<file path="src/rtl/jtcps1_vram_arb.sv">
// jtcps1_vram_arb: shares the VRAM DMA read port between the tile, palette and
// object fetchers. The CPU bus is taken through br/bg, then one word is read at
// a time and returned to the winning requester with a single-cycle ack.
module jtcps1_vram_arb #(
    parameter int unsigned TIMEOUT = 64,
    parameter int unsigned TW      = 7
) (
    input  logic        clk,
    input  logic        rst,
    input  logic [2:0]  req,
    input  logic [16:0] addr0,
    input  logic [16:0] addr1,
    input  logic [16:0] addr2,
    output logic [2:0]  gnt,
    output logic [2:0]  ack,
    output logic [15:0] dout,
    output logic        br,
    input  logic        bg,
    output logic [16:0] vram_addr,
    output logic        vram_cs,
    output logic        vram_clr,
    input  logic [15:0] vram_data,
    input  logic        vram_ok
);
    localparam int unsigned NR = 3;
    localparam int unsigned AW = 17;
    localparam int unsigned DW = 16;

    localparam logic [2:0] IDLE   = 3'd0;
    localparam logic [2:0] BUSREQ = 3'd1;
    localparam logic [2:0] ISSUE  = 3'd2;
    localparam logic [2:0] WAIT   = 3'd3;
    localparam logic [2:0] DONE   = 3'd4;

    logic [2:0]    state,     state_nxt;
    logic [NR-1:0] gnt_nxt,   ack_nxt;
    logic [DW-1:0] dout_nxt;
    logic          br_nxt;
    logic [AW-1:0] addr_nxt;
    logic          cs_nxt,    clr_nxt;
    logic [TW-1:0] cnt,       cnt_nxt;
    logic          reload,    reload_nxt;

    logic [NR-1:0] win;
    logic [AW-1:0] win_addr;
    logic [AW-1:0] own_addr;

    // Fixed priority pick among pending requests: tile > pal > obj
    always_comb begin
        win      = '0;
        win_addr = addr2;
        if (req[0]) begin
            win      = NR'(3'b001);
            win_addr = addr0;
        end else if (req[1]) begin
            win      = NR'(3'b010);
            win_addr = addr1;
        end else if (req[2]) begin
            win      = NR'(3'b100);
            win_addr = addr2;
        end
    end

    // Address of the current owner, used to refresh a re-granted address
    always_comb begin
        own_addr = addr2;
        if (gnt[0]) begin
            own_addr = addr0;
        end else if (gnt[1]) begin
            own_addr = addr1;
        end
    end

    // State register and all registered outputs
    always_ff @(posedge clk) begin
        if (rst) begin
            state     <= IDLE;
            gnt       <= '0;
            ack       <= '0;
            dout      <= '0;
            br        <= 1'b0;
            vram_addr <= '0;
            vram_cs   <= 1'b0;
            vram_clr  <= 1'b0;
            cnt       <= '0;
            reload    <= 1'b0;
        end else begin
            state     <= state_nxt;
            gnt       <= gnt_nxt;
            ack       <= ack_nxt;
            dout      <= dout_nxt;
            br        <= br_nxt;
            vram_addr <= addr_nxt;
            vram_cs   <= cs_nxt;
            vram_clr  <= clr_nxt;
            cnt       <= cnt_nxt;
            reload    <= reload_nxt;
        end
    end

    // Next-state and next-output logic
    always_comb begin
        state_nxt  = state;
        gnt_nxt    = gnt;
        ack_nxt    = '0;
        dout_nxt   = dout;
        br_nxt     = br;
        addr_nxt   = vram_addr;
        cs_nxt     = vram_cs;
        clr_nxt    = 1'b0;
        cnt_nxt    = cnt;
        reload_nxt = 1'b0;

        case (state)
            IDLE: begin
                cs_nxt = 1'b0;
                if (req != '0) begin
                    gnt_nxt   = win;
                    addr_nxt  = win_addr;
                    br_nxt    = 1'b1;
                    state_nxt = BUSREQ;
                end else begin
                    gnt_nxt = '0;
                    br_nxt  = 1'b0;
                end
            end
            BUSREQ: begin
                br_nxt = 1'b1;
                // A requester re-granted at DONE may present its next address one cycle late
                if (reload) begin
                    addr_nxt = own_addr;
                end
                if (bg) begin
                    cs_nxt    = 1'b1;
                    clr_nxt   = 1'b1;
                    state_nxt = ISSUE;
                end else begin
                    cs_nxt     = 1'b0;
                    reload_nxt = reload;
                end
            end
            ISSUE: begin
                if (!bg) begin
                    cs_nxt    = 1'b0;
                    state_nxt = BUSREQ;
                end else begin
                    cs_nxt    = 1'b1;
                    cnt_nxt   = '0;
                    state_nxt = WAIT;
                end
            end
            WAIT: begin
                if (!bg) begin
                    cs_nxt    = 1'b0;
                    state_nxt = BUSREQ;
                end else if (vram_ok) begin
                    dout_nxt  = vram_data;
                    ack_nxt   = gnt;
                    cs_nxt    = 1'b0;
                    state_nxt = DONE;
                end else if (cnt == TW'(TIMEOUT)) begin
                    clr_nxt   = 1'b1;
                    cnt_nxt   = '0;
                    state_nxt = ISSUE;
                end else begin
                    cnt_nxt = cnt + TW'(1);
                end
            end
            DONE: begin
                cs_nxt = 1'b0;
                if (req != '0) begin
                    gnt_nxt    = win;
                    addr_nxt   = win_addr;
                    reload_nxt = 1'b1;
                    state_nxt  = BUSREQ;
                end else begin
                    gnt_nxt   = '0;
                    br_nxt    = 1'b0;
                    state_nxt = IDLE;
                end
            end
            default: begin
                gnt_nxt   = '0;
                br_nxt    = 1'b0;
                cs_nxt    = 1'b0;
                state_nxt = IDLE;
            end
        endcase
    end

endmodule
</file>
<file path="config.mk">
export PLATFORM = sky130hd
export DESIGN_NAME = jtcps1_vram_arb
export DESIGN_NICKNAME = d
export VERILOG_FILES = /design/src/rtl/jtcps1_vram_arb.sv
export SDC_FILE = /design/constraint.sdc
export NUM_CORES = 1
export LEC_CHECK = 0
export CORE_MARGIN = 4
export CORE_UTILIZATION = 44
export CTS_CLUSTER_SIZE = 30
export DETAILED_ROUTE_END_ITERATION = 12
export HOLD_SLACK_MARGIN = 0.05
export PLACE_DENSITY = 0.8
export SLEW_MARGIN = 20
export SYNTH_ARGS = -nofsm -noshare
export SYNTH_HDL_FRONTEND = slang
export SYNTH_SLANG_ARGS = --single-unit
</file>
<file path="constraint.sdc">
create_clock -name clk -period 1.6 [get_ports clk]
set_input_delay 0.16 -clock clk [delete_from_list [all_inputs] [get_ports clk]]
set_output_delay 0.16 -clock clk [all_outputs]
set_load 0.02 [all_outputs]
</file>
==> summary.md <==
| Metric | Value |
|---|---|
| # rows | `30` |
| Ranking of synthesized cells by area | `dfxtp_1, mux2i_1, nand2_1` |
| Core area | `between 6000 and 7000 um^2` |
| Net Count, Synth | `between 400 and 500` |
| Slowest library cell on the worst path | `clkdlybuf4s50_1` |
| Clock-pin slew on the worst setup and hold paths | `~0.09 ns` |
| Largest area contributor in the netlist | `dfxtp_1` |
| Clock Sinks | `53` |
| Mapped Area | `3060 um^2` |
| Fin area | `approximately 4400 um^2` |
| Fmax | `roughly 0.65 GHz` |
| Setup Viol. Count Final | `0` |
| Delay-heaviest family, CP | `buffers and inverters` |
| Post-synthesis sequential area ratio | `0.347` |
| DP Cell Count | `between 500 and 600` |
| Die width | `between 90 and 100 um` |
| Number of global-route vias before repair | `approximately 2900` |
| Antenna violations before repair | `0` |
| Clock period minus worst slack | `between 1.5 and 2 ns` |
| WL/cell | `14.8 um` |
| Critical Path End Type | `output port` |
| Initial Util | `0.452` |
| Max_slew headroom | `0.717` |
| Post-CTS setup buffers | `0` |
| First-pass GRT wire length | `~14 mm` |
| Pin count of the biggest net entering global routing | `38` |
| Leakage | `1.58 nW` |
| Max_cap viols | `0` |
| Number of buffers created by CTS | `5` |
| Post-DP HPWL | `6.35 mm` |
| Critical path launch point type | `register` |
| Synth Register Bits | `53` |
| DR vias | `2954` |
| Clock Tree Root | `clkbuf_8` |
| Post-synthesis xor/xnor area fraction | `0.0172` |
| Syn Inst Count | `roughly 370` |
| Critical Path RT | `about 1.4 ns` |
| Design Power | `around 3.3 mW` |
| Setup ws final | `0.0715 ns` |
| TritonCTS clock tree | `built` |
| DRT Pass-1 Iters | `4` |
| Power per cell area | `around 740 nW/um^2` |
| Ports | `roughly 120` |
| Fillcell total | `slightly below 600` |
| Top cell type's share of synthesized area | `0.347` |
| Clock Latency Late Sink | `0.30 ns` |
| CTS max path bufs | `2` |
| N_diodes | `0` |
| Routed Antenna Nets | `0` |
| Tot GR Track Use | `0.201` |
| Mux contribution to synthesized area | `0.135` |
| Final Wtd Congestion | `about 0.86` |
| PortBufs | `between 100 and 150` |
| Slowest stage delay, CP | `between 0.6 and 0.7 ns` |
| Crit-path cells | `clkdlybuf4s50_1` |
| Compound-cell area share of the yosys netlist | `0.213` |
| Post-Place Setup Slack | `-0.0741 ns` |
| Die area | `~8300 um^2` |
| Die H | `91.3 um` |
| DP Area | `roughly 4300 um^2` |
| Share of cells above drive strength 1 | `0.129` |
| RSZ-0062 raised after global routing | `false` |
| Critical path buffer and inverter count | `1` |
| Area grow syn2layout | `44.2%` |
| Largest family of logic cells by synthesized area | `compound AO/OA/AOI/OAI gates` |
| DRT Wirelength | `between 8 and 9 mm` |
| Maximum vdd drop | `~0.42 mV` |
| Synth cell types | `43` |
| Slew Limit Fails | `0` |
| Layout Cells excl Fill | `560` |
| Crit path arrival time | `~1.4 ns` |
| Initial DRC Count | `roughly 130` |
| Drt drc | `0` |
| H-tree depth | `2` |
| Min-delay worst type | `in -> reg` |
| Synth Area in Adders | `0.00819` |
| Synthesized area per cell | `8.37 um^2` |
| Final hold vios | `0` |
| Hold-fix buffers, CTS | `0` |
| Most frequent cells in the layout | `clkdlybuf4s50_1, nand2_1, dfxtp_1, mux2i_1, nor2_1` |
| Status | `finished, final reports clean` |
| Post-route clock period utilization | `0.955` |
| Skew final | `approximately 0.0061 ns` |
| Commonest non-fill, non-tap cell in the layout | `clkdlybuf4s50_1` |
| Via density | `5.28` |
| Nets | `~560` |
| Class of the most critical setup path | `reg -> out` |
| Worst Tran Pin Value | `approximately 0.42 ns` |
| Critical Path Fanout Max | `8` |
| Yosys warning count | `0` |
| Synth Area in Simple Gates | `0.211` |
| Total gr overflow | `0` |
registers in the layout, indices dropped and copies added, names as in the netlist:
signal,cells
reload,1
br,1
vram_clr,1
state,3
vram_addr,17
ack,3
vram_cs,1
dout,16
cnt,7
gnt,3
cells in the mapped netlist, drive strengths merged:
cell type,count
a211oi,18
a21oi,23
a311oi,1
and2,4
and3,1
buf,21
clkbuf,8
dfxtp,53
ha,2
inv,6
mux2,10
mux2i,30
nand2,73
nand2b,1
nand3,3
nand3b,5
nand4,3
nand4bb,1
nor2,30
nor2b,2
nor3,5
nor4,2
nor4b,1
o211a,1
o211ai,12
o21ai,38
o21bai,1
o41a,1
or2,1
or3,2
xnor2,5
xor2,1
path summary, 6_finish.rpt:
kind / startpoint / endpoint / slack, ns / cells after the start
worst max-delay path: gnt[1]$_SDFFE_PP0N_ / gnt[1] / 0.07 / 1
worst min-delay path: rst / gnt[0]$_SDFFE_PP0N_ / 0.25 / 2
worst max register to register: state[0]$_SDFFE_PP0P_ / dout[2]$_SDFFE_PP0N_ / 0.14 / 5
worst min register to register: dout[4]$_SDFFE_PP0N_ / dout[4]$_SDFFE_PP0N_ / 0.46 / 2
logic make-up (layout without fill, tap and decap cells):
| group | Yosys count | after routing |
|---|---|---|
| AO/OA/AOI/OAI | 95 | 95 |
| XOR/XNOR | 6 | 6 |
| adder cells (fa/ha/maj) | 2 | 2 |
| buffers and inverters | 35 | 150 |
| flip-flops | 53 | 53 |
| multiplexers | 40 | 40 |
| AND/OR/NAND/NOR | 134 | 134 |
per-stage QoR:
| stage | utilization | hold slack [ns] | TNS (ns) |
|---|---|---|---|
| after floorplan | - | 0.296 | 0 |
| final | 0.652 | 0.250 | 0 |
| after global routing | 0.652 | 0.253 | 0 |
| after global placement | 0.640 | 0.441 | -0.0356 |
| after CTS | 0.652 | 0.239 | 0 |
| after detailed placement | 0.640 | 0.448 | -0.250 |
power by group:
part           total, mW  internal [mW]  leakage (nW)  switching [mW]
Sequential          1.46           1.40         0.434          0.0621
Combinational       1.07          0.554          1.11           0.518
Clock              0.714          0.312        0.0395           0.403
timing repair:
| item | CTS | global route |
|---|---|---|
| gates resized for setup | 3 | 0 |
| hold endpoints to repair | 0 | 0 |
| endpoints found under the setup margin | 2 | 0 |
metal layers:
metal	up-vias	wire length [um]	GRT usage
li1	1499	-	-
met1	1341	3610	0.250
met2	97	3810	0.324
met3	17	684	0.0713
met4	0	174	0.0641
met5	-	0	0
area by class of cell:
type,instances,area (um^2),area share
multi-input combinational,277,1790,0.406
timing repair buffer,136,1350,0.307
sequential,53,1060,0.241
tap,80,100,0.0227
clock buffer,8,80.1,0.0182
inverter,6,22.5,0.00511
Power figures use the tool's default switching activity.
